$ cat src/rtl/ultrasonic_echo_emulator_if.sv
// Trig/echo pin bundle between a ranging controller (master) and the
// ultrasonic sensor emulator (slave), plus the emulator's status strobes.
`timescale 1ns/1ps

interface ultrasonic_echo_emulator_if;
  logic        trig;
  logic [15:0] echo_us;
  logic        echo;
  logic        busy;
  logic        no_target;
  logic        trig_short;
  logic        trig_ignored;

  modport master (
    output trig,
    output echo_us,
    input  echo,
    input  busy,
    input  no_target,
    input  trig_short,
    input  trig_ignored
  );

  modport slave (
    input  trig,
    input  echo_us,
    output echo,
    output busy,
    output no_target,
    output trig_short,
    output trig_ignored
  );
endinterface

$ cat src/rtl/ultrasonic_echo_emulator.sv
// HC-SR04-style sensor model: validates trig width, waits the burst delay,
// then drives echo for the programmed number of microseconds.
`timescale 1ns/1ps

module ultrasonic_echo_emulator #(
  parameter int US_TICKS    = 100,
  parameter int MIN_TRIG_US = 10,
  parameter int BURST_US    = 200,
  parameter int MAX_ECHO_US = 38000,
  parameter int HOLDOFF_US  = 60000
) (
  input  logic                     clk100,
  input  logic                     rstn,
  ultrasonic_echo_emulator_if.slave bus
);

  localparam int MIN_CYC = MIN_TRIG_US * US_TICKS;
  localparam int WID_W   = $clog2(MIN_CYC + 1);
  localparam int PRE_W   = (US_TICKS > 1) ? $clog2(US_TICKS) : 1;

  localparam logic [PRE_W-1:0] PRE_LAST   = PRE_W'(US_TICKS - 1);
  localparam logic [WID_W-1:0] WID_MAX    = WID_W'(MIN_CYC);
  // The rise cycle itself is not counted, so a width of MIN_CYC shows up as MIN_CYC-1.
  localparam logic [WID_W-1:0] WID_THR    = WID_W'(MIN_CYC - 1);
  localparam logic [15:0]      MAX_ECHO   = 16'(MAX_ECHO_US);
  localparam logic [15:0]      BURST_LAST = 16'(BURST_US - 1);
  localparam logic [15:0]      HOLD_LAST  = 16'(HOLDOFF_US - 1);

  typedef enum logic [2:0] {
    ST_IDLE    = 3'd0,
    ST_TRIG_HI = 3'd1,
    ST_BURST   = 3'd2,
    ST_ECHO    = 3'd3,
    ST_HOLDOFF = 3'd4
  } state_t;

  state_t             state_q, state_d;
  logic               s1_q, s1_d;
  logic               s2_q, s2_d;
  logic               s3_q, s3_d;
  logic [WID_W-1:0]   wid_q, wid_d;
  logic [PRE_W-1:0]   pre_q, pre_d;
  logic [15:0]        us_q, us_d;
  logic [15:0]        len_q, len_d;
  logic               echo_q, echo_d;
  logic               busy_q, busy_d;
  logic               no_target_q, no_target_d;
  logic               trig_short_q, trig_short_d;
  logic               trig_ignored_q, trig_ignored_d;

  logic               rise;
  logic               fall;
  logic               tick;
  logic               expire;
  logic               out_of_range;
  logic [15:0]        last_us;

  assign rise = s2_q & ~s3_q;
  assign fall = ~s2_q & s3_q;

  always_comb begin
    s1_d           = bus.trig;
    s2_d           = s1_q;
    s3_d           = s2_q;
    state_d        = state_q;
    wid_d          = wid_q;
    pre_d          = pre_q;
    us_d           = us_q;
    len_d          = len_q;
    no_target_d    = no_target_q;
    trig_short_d   = 1'b0;
    trig_ignored_d = 1'b0;
    out_of_range   = (bus.echo_us == 16'd0) || (bus.echo_us > MAX_ECHO);

    case (state_q)
      ST_BURST: last_us = BURST_LAST;
      ST_ECHO:  last_us = len_q - 16'd1;
      default:  last_us = HOLD_LAST;
    endcase
    tick   = (pre_q == PRE_LAST);
    expire = tick && (us_q == last_us);

    case (state_q)
      ST_IDLE: begin
        if (rise) begin
          state_d = ST_TRIG_HI;
          wid_d   = '0;
        end
      end
      ST_TRIG_HI: begin
        if (fall) begin
          if (wid_q >= WID_THR) begin
            len_d       = out_of_range ? MAX_ECHO : bus.echo_us;
            no_target_d = out_of_range;
            pre_d       = '0;
            us_d        = '0;
            state_d     = ST_BURST;
          end else begin
            trig_short_d = 1'b1;
            state_d      = ST_IDLE;
          end
        end else if (s2_q && (wid_q != WID_MAX)) begin
          wid_d = wid_q + 1'b1;
        end
      end
      ST_BURST, ST_ECHO, ST_HOLDOFF: begin
        trig_ignored_d = rise;
        if (expire) begin
          pre_d   = '0;
          us_d    = '0;
          state_d = (state_q == ST_BURST) ? ST_ECHO :
                    (state_q == ST_ECHO)  ? ST_HOLDOFF : ST_IDLE;
        end else if (tick) begin
          pre_d = '0;
          us_d  = us_q + 16'd1;
        end else begin
          pre_d = pre_q + 1'b1;
        end
      end
      default: state_d = ST_IDLE;
    endcase

    // Outputs are registered from the next state so they align with the transition edge.
    echo_d = (state_d == ST_ECHO);
    busy_d = (state_d != ST_IDLE);
  end

  always_ff @(posedge clk100 or negedge rstn) begin
    if (!rstn) begin
      state_q        <= ST_IDLE;
      s1_q           <= 1'b0;
      s2_q           <= 1'b0;
      s3_q           <= 1'b0;
      wid_q          <= '0;
      pre_q          <= '0;
      us_q           <= '0;
      len_q          <= '0;
      echo_q         <= 1'b0;
      busy_q         <= 1'b0;
      no_target_q    <= 1'b0;
      trig_short_q   <= 1'b0;
      trig_ignored_q <= 1'b0;
    end else begin
      state_q        <= state_d;
      s1_q           <= s1_d;
      s2_q           <= s2_d;
      s3_q           <= s3_d;
      wid_q          <= wid_d;
      pre_q          <= pre_d;
      us_q           <= us_d;
      len_q          <= len_d;
      echo_q         <= echo_d;
      busy_q         <= busy_d;
      no_target_q    <= no_target_d;
      trig_short_q   <= trig_short_d;
      trig_ignored_q <= trig_ignored_d;
    end
  end

  assign bus.echo         = echo_q;
  assign bus.busy         = busy_q;
  assign bus.no_target    = no_target_q;
  assign bus.trig_short   = trig_short_q;
  assign bus.trig_ignored = trig_ignored_q;

endmodule

$ cat src/flat_wrapper.sv
// flat-port wrapper written by rule: the top's interface ports become plain ports
module ultrasonic_echo_emulator_flat 
#(
  parameter int US_TICKS    = 100,
  parameter int MIN_TRIG_US = 10,
  parameter int BURST_US    = 200,
  parameter int MAX_ECHO_US = 38000,
  parameter int HOLDOFF_US  = 60000
)
  (clk100, rstn, bus_trig, bus_echo_us, bus_echo, bus_busy, bus_no_target, bus_trig_short, bus_trig_ignored);
  ultrasonic_echo_emulator_if bus_i ();
  input  logic clk100;
  input  logic rstn;
  input wire logic [$bits(bus_i.trig)-1:0] bus_trig;
  input wire logic [$bits(bus_i.echo_us)-1:0] bus_echo_us;
  output wire logic [$bits(bus_i.echo)-1:0] bus_echo;
  output wire logic [$bits(bus_i.busy)-1:0] bus_busy;
  output wire logic [$bits(bus_i.no_target)-1:0] bus_no_target;
  output wire logic [$bits(bus_i.trig_short)-1:0] bus_trig_short;
  output wire logic [$bits(bus_i.trig_ignored)-1:0] bus_trig_ignored;
  assign bus_i.trig = bus_trig;
  assign bus_i.echo_us = bus_echo_us;
  assign bus_echo = bus_i.echo;
  assign bus_busy = bus_i.busy;
  assign bus_no_target = bus_i.no_target;
  assign bus_trig_short = bus_i.trig_short;
  assign bus_trig_ignored = bus_i.trig_ignored;
  ultrasonic_echo_emulator #(.US_TICKS(US_TICKS), .MIN_TRIG_US(MIN_TRIG_US), .BURST_US(BURST_US), .MAX_ECHO_US(MAX_ECHO_US), .HOLDOFF_US(HOLDOFF_US)) u_core (.clk100(clk100), .rstn(rstn), .bus(bus_i));
endmodule
$ cat config.mk
export PLATFORM = sky130hd
export DESIGN_NAME = ultrasonic_echo_emulator_flat
export DESIGN_NICKNAME = d
export VERILOG_FILES = /design/src/rtl/ultrasonic_echo_emulator_if.sv /design/src/rtl/ultrasonic_echo_emulator.sv /design/src/flat_wrapper.sv
export SDC_FILE = /design/constraint.sdc
export NUM_CORES = 1
export LEC_CHECK = 0
export BUFFER_PORTS_ARGS = -buffer_cell sky130_fd_sc_hd__buf_2
export CAP_MARGIN = 25
export CORE_MARGIN = 5
export CORE_UTILIZATION = 50
export CTS_CLUSTER_SIZE = 20
export DETAILED_ROUTE_END_ITERATION = 16
export PLACE_DENSITY = 0.79
export REMOVE_ABC_BUFFERS = 1
export SETUP_SLACK_MARGIN = 0.1
export SYNTH_ARGS = -nofsm -noshare
export SYNTH_HDL_FRONTEND = slang
export SYNTH_SLANG_ARGS = --single-unit
$ cat constraint.sdc
create_clock -name clk100 -period 7.6 [get_ports clk100]
set_input_delay 0.38 -clock clk100 [delete_from_list [all_inputs] [get_ports clk100]]
set_output_delay 0.38 -clock clk100 [all_outputs]
set_load 0.01 [all_outputs]
==> metrics <==
filler instances 663; largest net degree at the start of global routing 61; VDD IR max 0.000118 V; Setup-failing EPs final 0; die height 96.5 um; clk buf depth 2; Post-CTS Setup Bufs 0; endpoint class of the critical path flop; Min-Delay Path Class primary input to flop; Routed Wire Length 8810 um; cells after synthesis 416; CP arrival 4.09 ns; post-route ant nets 0; clock latency at the later pin of the worst-skew pair 0.34 ns; count of final hold-check violations 0; number of flops mapped to enable cells by yosys 0; Hold Slack 0.135 ns; CP max FO 26; Worst setup SP type flop; Clock Power Share 0.390; Hold Path Cell Cnt 1; Main synth FF type dfrtp_1; fmax 0.257 GHz; routability cong. 0.909; max cap viols 0; sequential share of the synthesized area 0.401; layout cells sized above 1 0.126; Worst Path Required 7.79 ns; Clk Tree Root Cell clkbuf_8; initial antenna violation count 0; Sequential Power Share 0.531; # DRC 0; post-cts repair resize count 0; Yosys reg bits 60; CTS Sinks 60; detailed router's first-iteration violation count 223; P&R area growth vs syn 9.47%; cts bufs inserted 9; post-synthesis cell type count 61; post-route minimum period 3.89 ns; outcome finished, final reports clean; worst clock skew 0.00952 ns; drt pass-1 iters 5; RSZ-0062 raised after global routing no; H-tree depth 3; Final Max Tran Viols 0; clock-pin slew on the worst setup and hold paths 0.07 ns; # diodes 0; port bufs 23; synthesized area per cell 8.99 sq um; sw power 0.184 mW; num ports 24; synthesized area 3740 sq um; dpl hpwl 6420 um; core footprint 7250 sq um; P_int 0.472 mW; first-pass GRT wire length 15200 um; Layout Nets 454; Final TNS setup 0 ns; Die Wd 96.5 um; grt ovf 0; Tot GR Track Use 0.210; power density over the cells 160 nW/um^2; fraction of registers with async set/reset 1.00; R2R cell count 8; WL/cell 16.5 um; Hold-fix buffers, CTS 0; Comb pwr share 0.078; worst slew pin tran 0.921 ns; Sw Share 0.280; Rows 31; Worst slew margin 0.382; Die ar. 9310 sq um; initial core utilization 0.516; CTS tree done; WS Path Type flop to flop; warnings from Yosys 0; Leak 1.75 nW; total number of vias 3305; vias in the first global route 3121; fin crit share 0.512; vias per cell 6.19
state kept, by name (all words and copies together) (netlist names), 3 cells and up:
signal	flops
u_core.len_q	16
u_core.pre_q	7
u_core.state_q	3
u_core.us_q	16
u_core.wid_q	10
power groups by stage:
stage          registers (mW)  logic [mW]  clock network, mW
2_1_floorplan           0.351      0.0302                  0
3_3_place_gp            0.354      0.0494                  0
3_5_place_dp            0.354      0.0517                  0
4_1_cts                 0.348      0.0521              0.263
5_1_grt                 0.351      0.0592              0.281
6_report                0.349      0.0514              0.256
layout by cell type (no fill, tap or decap), types with 3 or more instances in the layout:
cell type and n:
o31ai_1 3, nor3_1 17, nor3b_1 3, a21oi_1 9
clkinv_4 3, mux2_2 3, dfrtp_1 60, nor4_1 10
nand3b_1 5, nand4_1 12, nand3_1 20, o21ai_0 20
o22a_1 6, a31oi_1 5, nor2_1 37, xor2_1 19
buf_4 5, clkbuf_8 9, xnor2_1 5, and2_1 3
buf_2 23, and3_1 10, inv_1 7, a21o_1 3
o31a_1 4, ha_1 5, nand2b_1 3, a211oi_1 7
a2111oi_0 3, a22o_1 13, nand2_1 32, mux2i_1 5
or4_1 9, nor4_2 3, nor2b_1 8, or3_1 10
Yosys cell counts (10+ instances only):
| library cell | count | share of area |
|---|---|---|
| o21ai_0 | 20 | 0.027 |
| a22o_1 | 13 | 0.030 |
| nor4_1 | 10 | 0.017 |
| nand3_1 | 20 | 0.027 |
| nand4_1 | 12 | 0.020 |
| nand2_1 | 32 | 0.032 |
| dfrtp_1 | 60 | 0.40 |
| nor3_1 | 17 | 0.023 |
| and3_1 | 10 | 0.017 |
| xor2_1 | 19 | 0.044 |
| or3_1 | 10 | 0.017 |
| nor2_1 | 37 | 0.037 |
| clkbuf_1 | 19 | 0.019 |
per-layer routing:
layer | routed length (um) | share of wire | vias to the layer above | track usage
met5 | 0 | 0 | - | 0
met4 | 62 | 0.0070 | 0 | 0.0607
met3 | 444 | 0.050 | 7 | 0.0542
met2 | 4080 | 0.46 | 92 | 0.321
met1 | 4230 | 0.48 | 1615 | 0.296
li1 | - | - | 1591 | -
final cells by class:
class	instances	area, sq um	share of cell area
multi-input cells	324	2110	0.516
flip-flops and latches	60	1500	0.367
repair buffers	28	153	0.0373
clock buffers	9	124	0.0303
clock inverters	7	52.6	0.0128
inverters	7	26.3	0.00642
well taps	99	124	0.0303
cell families (layout without fill, tap and decap cells):
logic type               Yosys count  in the layout  synth area share
flip-flops                        60             60             0.401
AND/OR/NAND/NOR                  194            194             0.286
XOR/XNOR                          24             24            0.0562
multiplexers                       8              8            0.0224
buffers and inverters             32             51            0.0335
adder cells (fa/ha/maj)            5              5            0.0167
AO/OA/AOI/OAI                     93             93             0.184
critical path, stage by stage, from the launching register on:
cell and delay [ns]:
dfrtp_1 0.86, nand3b_1 0.54, or4_1 0.64, nand3_1 0.12, nand3_1 0.08, or3_1 0.30
or4_1 0.50, nor4_2 0.59, nor3_1 0.12
stage by stage:
stage | utilization | total power, mW | instances | instance area (sq um) | setup slack, ns
global route | 0.564 | 0.691 | 534 | 4090 | 3.44
floorplan | - | 0.381 | 391 | 3640 | 4.32
finish | 0.564 | 0.656 | 534 | 4090 | 3.71
detailed placement | 0.540 | 0.406 | 518 | 3920 | 3.80
CTS | 0.564 | 0.663 | 534 | 4090 | 3.76
global placement | 0.540 | 0.403 | 518 | 3920 | 3.90
path summary, 6_finish.rpt:
kind	from	to	slack [ns]
min reg2reg	u_core.s1_q	u_core.s2_q	0.35
min	bus_trig	u_core.s1_q	0.14
min in group asynchronous	rstn	u_core.len_q[11]	0.17
max	u_core.state_q[0]	u_core.us_q[7]	3.71
max in group asynchronous	rstn	u_core.us_q[7]	6.92
max reg2reg	u_core.state_q[0]	u_core.us_q[7]	3.71
No activity file was read; power rests on OpenSTA's default activity.
